--- src/rtl/capture_ctrl_mc.sv ---
// Multi-channel capture controller for the oscilloscope sample RAM: ADC/RAM clock
// generation, decimation, circular pre/post-trigger capture and auto-mode timeout.
module capture_ctrl_mc #(
    parameter int ADDR_W  = 9,
    parameter int NUM_CH  = 2,
    parameter int SRC_W   = 1,
    parameter int DEC_W   = 4,
    parameter int AUTO_TO = 1024
) (
    input  logic              clk,
    input  logic              rst,
    input  logic [NUM_CH-1:0] trig,
    input  logic [SRC_W-1:0]  trig_src,
    input  logic              trig_edge,
    input  logic [1:0]        mode,
    input  logic              start,
    input  logic [ADDR_W-1:0] trig_pos,
    input  logic [DEC_W-1:0]  decimator,
    input  logic              cap_done_clr,
    output logic              adc_clk,
    output logic              rclk,
    output logic              we,
    output logic [ADDR_W-1:0] waddr,
    output logic [ADDR_W-1:0] trace_end,
    output logic              cap_done,
    output logic              armed,
    output logic              triggered,
    output logic              trig_forced
);

    localparam int DCW  = 1 << DEC_W;
    localparam int TO_W = $clog2(AUTO_TO + 1);
    localparam logic [ADDR_W:0] DEPTH_V = {1'b1, {ADDR_W{1'b0}}};

    localparam logic [2:0] S_IDLE  = 3'd0;
    localparam logic [2:0] S_PRE   = 3'd1;
    localparam logic [2:0] S_ARMED = 3'd2;
    localparam logic [2:0] S_POST  = 3'd3;
    localparam logic [2:0] S_DONE  = 3'd4;

    localparam logic [1:0] M_OFF    = 2'b00;
    localparam logic [1:0] M_NORMAL = 2'b01;
    localparam logic [1:0] M_AUTO   = 2'b10;
    localparam logic [1:0] M_SINGLE = 2'b11;

    logic [2:0]        state;
    logic [DCW-1:0]    dec_cnt;
    logic [DCW-1:0]    dec_last;
    logic [ADDR_W:0]   pre_cnt;
    logic [ADDR_W:0]   pre_need;
    logic [ADDR_W-1:0] post_cnt;
    logic [ADDR_W-1:0] post_next;
    logic [TO_W-1:0]   to_cnt;
    logic [TO_W-1:0]   to_next;
    logic [NUM_CH-1:0] sync1;
    logic [NUM_CH-1:0] sync2;
    logic [NUM_CH-1:0] edge_q;
    logic              active;
    logic              smpl;
    logic              sel_now;
    logic              sel_prev;
    logic              edge_det;
    logic              timeout;
    logic              launch;

    assign active    = (state == S_PRE) || (state == S_ARMED) || (state == S_POST);
    assign dec_last  = (DCW'(1) << decimator) - DCW'(1);
    assign smpl      = active && adc_clk && (dec_cnt == dec_last);
    assign we        = smpl;
    assign rclk      = ~adc_clk;
    assign pre_need  = DEPTH_V - {1'b0, trig_pos};
    assign post_next = post_cnt + ADDR_W'(1);
    assign to_next   = to_cnt + TO_W'(1);
    assign timeout   = (mode == M_AUTO) && smpl && (to_next == TO_W'(AUTO_TO));
    assign launch    = !cap_done && ((mode == M_NORMAL) || (mode == M_AUTO) ||
                                     ((mode == M_SINGLE) && start));

    // Out-of-range trig_src leaves both taps low, so it can never produce an edge.
    always_comb begin
        // NOTE: every always_comb output gets a default first so no latch is inferred.
        sel_now  = 1'b0;
        sel_prev = 1'b0;
        for (int i = 0; i < NUM_CH; i++) begin
            if (32'(trig_src) == i) begin
                sel_now  = sync2[i];
                sel_prev = edge_q[i];
            end
        end
        edge_det = trig_edge ? (sel_now & ~sel_prev) : (~sel_now & sel_prev);
    end

    always_ff @(posedge clk) begin
        // NOTE: state is updated with non-blocking assignments only; later writes win.
        if (rst) begin
            adc_clk     <= 1'b0;
            waddr       <= '0;
            trace_end   <= '0;
            cap_done    <= 1'b0;
            armed       <= 1'b0;
            triggered   <= 1'b0;
            trig_forced <= 1'b0;
            state       <= S_IDLE;
            dec_cnt     <= '0;
            pre_cnt     <= '0;
            post_cnt    <= '0;
            to_cnt      <= '0;
            sync1       <= '0;
            sync2       <= '0;
            edge_q      <= '0;
        end else begin
            adc_clk <= ~adc_clk;
            sync1   <= trig;
            sync2   <= sync1;
            edge_q  <= sync2;

            if (active && adc_clk)
                dec_cnt <= smpl ? '0 : dec_cnt + DCW'(1);
            if (smpl)
                waddr <= waddr + ADDR_W'(1);

            case (state)
                S_IDLE: begin
                    if (launch) begin
                        state       <= S_PRE;
                        dec_cnt     <= '0;
                        pre_cnt     <= '0;
                        post_cnt    <= '0;
                        to_cnt      <= '0;
                        triggered   <= 1'b0;
                        trig_forced <= 1'b0;
                    end
                end
                S_PRE, S_ARMED, S_POST: begin
                    if (mode == M_OFF) begin
                        state     <= S_IDLE;
                        armed     <= 1'b0;
                        triggered <= 1'b0;
                    end else if (state == S_PRE) begin
                        if (smpl && (pre_cnt != '1))
                            pre_cnt <= pre_cnt + (ADDR_W + 1)'(1);
                        if (pre_cnt >= pre_need) begin
                            state <= S_ARMED;
                            armed <= 1'b1;
                        end
                    end else if (state == S_ARMED) begin
                        if ((mode == M_AUTO) && smpl)
                            to_cnt <= to_next;
                        // A real edge wins over a coincident timeout.
                        if (edge_det || timeout) begin
                            triggered   <= 1'b1;
                            trig_forced <= !edge_det;
                            if (trig_pos == '0) begin
                                state     <= S_DONE;
                                trace_end <= waddr - ADDR_W'(1);
                                cap_done  <= 1'b1;
                                armed     <= 1'b0;
                            end else begin
                                state <= S_POST;
                            end
                        end
                    end else if (smpl) begin
                        post_cnt <= post_next;
                        if (post_next == trig_pos) begin
                            state     <= S_DONE;
                            trace_end <= waddr;
                            cap_done  <= 1'b1;
                            armed     <= 1'b0;
                        end
                    end
                end
                S_DONE: begin
                    if (cap_done_clr) begin
                        cap_done  <= 1'b0;
                        triggered <= 1'b0;
                        state     <= S_IDLE;
                    end
                end
                default: state <= S_IDLE;
            endcase
        end
    end

endmodule

--- config.mk ---
export PLATFORM = sky130hd
export DESIGN_NAME = capture_ctrl_mc
export DESIGN_NICKNAME = d
export VERILOG_FILES = /design/src/rtl/capture_ctrl_mc.sv
export SDC_FILE = /design/constraint.sdc
export NUM_CORES = 1
export LEC_CHECK = 0
export BUFFER_PORTS_ARGS = -buffer_cell sky130_fd_sc_hd__buf_2
export CAP_MARGIN = 20
export CORE_AREA = 2 2 115 117
export DETAILED_ROUTE_END_ITERATION = 8
export DIE_AREA = 0 0 117 119
export PLACE_DENSITY = 0.61
export SKIP_CTS_REPAIR_TIMING = 1
export SLEW_MARGIN = 0
export SYNTH_ARGS = -nofsm -noshare
export SYNTH_HDL_FRONTEND = slang
export SYNTH_SLANG_ARGS = --single-unit
--- constraint.sdc ---
create_clock -name clk -period 4.1 [get_ports clk]
set_input_delay 0.41 -clock clk [delete_from_list [all_inputs] [get_ports clk]]
set_output_delay 0.41 -clock clk [all_outputs]
set_load 0.02 [all_outputs]
==> results.cfg, run 1 <==
[logic_synthesis]
ys_top_cells_by_area = dfxtp_1 (28%), ha_1 (5.2%), nor2_1 (4.4%)
yosys.area.top_type = dfxtp_1
synth.distinct_cells = 73
netlist_area_mm2 = 0.00558
synth_top_area_share_pct = 28.0
async_reset_ff_share_pct = 0
netlist_instances = 723
yosys_warnings = 0
ys_seq_area_share_pct = 28.0
syn_nets = 769
avgSynthCellArea_um2 = 7.72
synth_flop_cell = dfxtp_1
synth-seq-cells = 78
synth-edff-count = 0

[clocking]
clock-sinks = 78
clk_path_buf_depth = 2
cts_buffers = 9
clk_latency_ps = 340
htreeDepth = 3
clk_pin_slew_worst_paths_ps = 50
cts_tree = built
cts_root_buffer = clkbuf_16

[global_route]
antenna_found_initial = 0
grt-ovfl-total = 0
grt_start_max_net_pins = 44
grt_usage_pct = 20.7
grt_pass1_vias = 4934
grt_pass1_wl_um = 23400

[critical_path]
rr_startpoint = post_cnt[0]
worstSetupPathType = primary input to flip-flop
crit_required_ps = 4350
rr_worst_depth = 8
critPathMaxFanout = 14
critPathCapture = trace_end[5]
endpoint_kind = flip-flop
critical_path.slowest_cell = or4b_1
r2r_slack_ps = 750
cp.arrival_ps = 4060
cp-start-kind = primary input
worstPathCellList = buf_2, or4_1, ha_1, or3_1, a21o_1, o211ai_1, o2111ai_1, nor4_2, or4b_1, a21o_1, a211oi_2
timing.rr.end = trace_end[5]
crit_top_cell = a21o_1
max_stage_delay_ps = 650
critPathLaunch = decimator[3]

[timing]
period_share_pct = 93.0
finalSetupViolations = 0
worst_slack_ps = 288
max-slew-margin-rel_pct = 41.1
rsz0062_at_grt = false
fin_skew_ps = 2.78
period_needed_ps = 3810
drv_slew = 0
hold_viol = 0
tightestPinTransition_ps = 883
fmax_mhz = 262

[finish]
design_area_mm2 = 0.00624
final_common_cell = dfxtp_1
instances_no_fill = 932
final_cell_mix = dfxtp_1 (78), nor2_1 (66), nand2_1 (48), buf_2 (47), inv_1 (41)
layout.nets = 798
antennaDiodeCount = 0
finalCoreUtilization_pct = 48.5
drive_gt1_share_pct = 13.0
area_growth_pct = 11.8

[floorplan]
ioPinCount = 48
die_area_mm2 = 0.0139
core_area_mm2 = 0.0129
die_w_um = 117
rows = 42
initial_core_util_pct = 43.4
die_y_um = 119

[route]
viasPerCell = 5.74
ant_nets = 0
firstDrtPassIters = 5
post-route-drc-count = 0
drt_iter0_markers = 485
vias = 5348
drt-total-wl_um = 14000
drt-wirelength-per-cell_um = 15.0

[status]
outcome = finished, final reports clean

[power_and_ir_drop]
powerDensity_mw_per_mm2 = 324
cellLeakagePower_nw = 2.39
peakVddDrop_v = 0.000263

[placed_design]
dp_cells = 917
dpl-instance-area_mm2 = 0.00598
place_congestion = 0.901
dp_hpwl_um = 10200
io_buffers = 47
post-place-ws_ps = -69.6

[job]
maxCapViolCount = 0

[hold_path]
worstHoldStart = trig[1]
hold_class = primary input to flip-flop
-- final cells by class --
class                   instances  area [µm²]
multi-input cells             556        3670
clock inverters                 2        10.0
clock buffers                  13         240
inverters                      42         158
repair buffers                 65         383
flip-flops and latches         78        1560
fillers                      1291        6640
well taps                     176         220
-- worst min path at each step --
stage | endpoint | slack, ps | cells past startpoint
after CTS | sync1[1] | 270 | 2
after global placement | sync2[1] | 420 | 1
final | sync1[1] | 280 | 2
after floorplan | sync2[0] | 410 | 1
after detailed placement | sync2[1] | 430 | 1
after global routing | sync1[1] | 270 | 2
-- cell families (layout without fill, tap and decap cells) --
family	after synthesis	count (layout)	synth area share [%]
AO/OA/AOI/OAI	168	168	20.9
XOR/XNOR	52	52	8.16
adder cells (fa/ha/maj)	23	23	5.16
buffers and inverters	89	122	6.55
flip-flops	78	78	28.0
multiplexers	7	7	1.30
AND/OR/NAND/NOR	306	306	29.9
-- Yosys cell counts, drive strengths merged, types with 3 or more instances --
cell type,count
dfxtp,78
nor2,66
nand2,48
inv,41
o21ai,37
a21oi,34
nor3,30
xnor2,28
clkbuf,25
nand3,25
xor2,24
ha,23
buf,22
nand4,22
a211oi,20
and3,15
or3,14
nor2b,13
o31ai,13
o211ai,11
nor4,10
nand2b,9
a31oi,8
nor3b,8
or4,8
a21o,6
and2,6
and4,6
mux2i,5
or2,5
nand3b,4
o2111ai,4
a211o,3
nand4b,3
nor4b,3
nor4bb,3
o211a,3
o21a,3
or4b,3
-- registers in the layout (all words and copies together), names as in the netlist --
name and flops:
dec_cnt 16, adc_clk 1, state 3, post_cnt 9, sync1 2, triggered 1
trace_end 9, sync2 2, waddr 9, armed 1, trig_forced 1, to_cnt 11
cap_done 1, edge_q 2, pre_cnt 10
-- per-stage QoR --
stage	hold WS, ps	TNS [ps]	total power [W]
after floorplan	414	0	0.00118
after global placement	420	0	0.00132
after detailed placement	426	-321	0.00133
after CTS	267	0	0.00204
after global routing	275	0	0.00214
final	281	0	0.00202
-- report_power, final --
group	switching (W)	internal (W)	total, W
clock network	0.000294	0.000405	0.000699
logic	0.000337	0.000175	0.000512
registers	0.0000324	0.000777	0.000810
-- critical path: cells and delay by family --
kind,cells,cell delay (ps)
AOI/OAI and AO/OA,5,1110
adders and majority gates,1,380
buffers and inverters,1,110
and+or+nand+nor,4,2040
-- layer usage --
layer  up-vias  share of wire [%]  GRT usage, %
li1       2690                  -             -
met1      2534                 45          26.5
met3        20                3.9          4.63
met2       104                 49          34.1
met5         -                  0             0
met4         0                1.9          6.62
No activity file was read; power rests on OpenSTA's default activity.
==> run 2, diff against run 1 <==
CORE_AREA = 2 2 82 163   (was 2 2 115 117)
CTS_BUF_LIST = sky130_fd_sc_hd__clkbuf_4   (was unset)
DIE_AREA = 0 0 84 165   (was 0 0 117 119)
==> run 2 against run 1 <==
  * Cell area decreased by 1.4%
  * Worst hold slack got worse by 120 ps
  * Critical path depth increased by 3
  * Register-to-register slack improved by 160 ps
  * Sequential power about the same
  * First-iteration DRC count decreased by 35%
  * Die area decreased by 0.45%
  * Critical endpoint is now pre_cnt[3]
  * Highest routed layer unchanged
==> results.cfg, run 2 (synthesis results as in run 1) <==
[critical_path]
critPathLaunch = decimator[3]
worstSetupPathType = primary input to flip-flop
rr_startpoint = post_cnt[0]
cp_num_buf_inv = 4
r2r_slack_ps = 910
cp.arrival_ps = 3930
crit_required_ps = 4470
critical_path.slowest_cell = or4_1
endpoint_kind = flip-flop
path_delay_family = simple AND/OR/NAND/NOR gates
critPathMaxFanout = 16
cp-start-kind = primary input
max_stage_delay_ps = 580
worstPathCellList = buf_2, or4_1, ha_1, buf_4, xor2_1, o31ai_1, nand3_1, or4_1, nor4b_4, buf_4, a21oi_1, buf_4, or4_1, a21oi_1

[route]
drt-total-wl_um = 15400
post-route-drc-count = 0
drt_iter0_markers = 317
firstDrtPassIters = 5
drt-wirelength-per-cell_um = 17.0
ant_nets = 0
vias = 5488
viasPerCell = 6.04

[finish]
final_common_cell = dfxtp_1
layout.nets = 798
final_cell_mix = dfxtp_1 (78), nor2_1 (66), nand2_1 (48), buf_2 (47), inv_1 (41)
drive_gt1_share_pct = 13.5
regMostFlops = dec_cnt
instances_no_fill = 908
nFillCells = 1245
regArea_mm2 = 0.00156
largest_reg_flops = 16
multi_input_area_mm2 = 0.00366
area_growth_pct = 10.2
reg_top3 = dec_cnt: 16 flops, to_cnt: 11 flops, pre_cnt: 10 flops

[floorplan]
ioPinCount = 48
die_y_um = 165
core_area_mm2 = 0.0126
rows = 58
initial_core_util_pct = 44.5
die_w_um = 84
die_area_mm2 = 0.0139

[power_and_ir_drop]
powerDensity_mw_per_mm2 = 326
peakVddDrop_v = 0.000201
cellLeakagePower_nw = 2.38
finalPower_w = 0.00200

[placed_design]
dp_hpwl_um = 11600
dp_cells = 891
place_congestion = 0.892
post-place-ws_ps = 104
io_buffers = 47

[global_route]
grt_start_max_net_pins = 44
grt_usage_pct = 22.4
grt_pass1_vias = 5340
antenna_found_initial = 1
grt_pass1_wl_um = 25300
grt-ovfl-total = 0

[clocking]
clk_latency_ps = 450
cts_tree = built
cts_root_buffer = clkbuf_4
clock-sinks = 78
cts_buffers = 9
clk_pin_slew_worst_paths_ps = 140
htreeDepth = 3
clk_path_buf_depth = 2

[job]
maxCapViolCount = 0

[timing]
period_share_pct = 87.0
hold_ws_ps = 162
worst_slack_ps = 535
period_needed_ps = 3570
fin_skew_ps = 21.0
rsz0062_at_grt = false
tightestPinTransition_ps = 925
tns_ps = 0
max-slew-margin-rel_pct = 38.3
drv_slew = 0
fmax_mhz = 280
finalSetupViolations = 0
hold_viol = 0

[hold_path]
worstHoldStart = trig[0]
hold_class = primary input to flip-flop

[status]
outcome = finished, final reports clean
[run 2: cell types whose count changed in the layout (fill, tap and decap cells not counted), moves of 4 or more]
| cell | delta |
|---|---|
| bufinv_16 | +4 |
| clkbuf_1 | -4 |
| clkbuf_16 | -9 |
| clkbuf_4 | +10 |
[run 2: path summary, 6_finish.rpt]
check | endpoint | depth (start not counted)
min | sync1[0] | 2
max reg2reg | trace_end[4] | 9
max | pre_cnt[3] | 14
min reg2reg | sync2[1] | 1
[run 2: layout make-up]
cell class | instances | share of cell area [%]
sequential | 78 | 25.4
tap | 150 | 3.05
clock inverter | 6 | 2.18
inverter | 42 | 2.56
antenna | 1 | 0.0407
clock buffer | 10 | 1.22
multi-input combinational | 556 | 59.5
timing repair buffer | 65 | 6.02
[run 2: worst reg2reg max path: cells and delay by family, from the launching register on]
kind,cells,cell delay [ps]
buf+inv,1,190
fa+ha+maj,1,490
flops,1,520
xor+xnor,1,140
compound gates,3,660
simple gates,3,1070
[run 2: power by group]
group | internal [W] | switching [W] | total (W)
Sequential | 0.000777 | 0.0000329 | 0.000810
Combinational | 0.000178 | 0.000345 | 0.000523
Clock | 0.000377 | 0.000292 | 0.000669
[run 2: per-layer routing]
| metal | track usage (%) | routed length [µm] | part of all wire, % |
|---|---|---|---|
| met1 | 23.2 | 5840 | 38 |
| met2 | 43.2 | 8460 | 55 |
| met3 | 2.95 | 456 | 3.0 |
| met4 | 11.8 | 670 | 4.3 |
| met5 | 0 | 0 | 0 |
[run 2: per-stage QoR]
step           util, %  area, µm²
2_1_floorplan        -       5580
6_report          49.0       6150
5_1_grt           49.0       6150
3_3_place_gp      47.3       5940
4_1_cts           49.0       6150
3_5_place_dp      47.3       5940
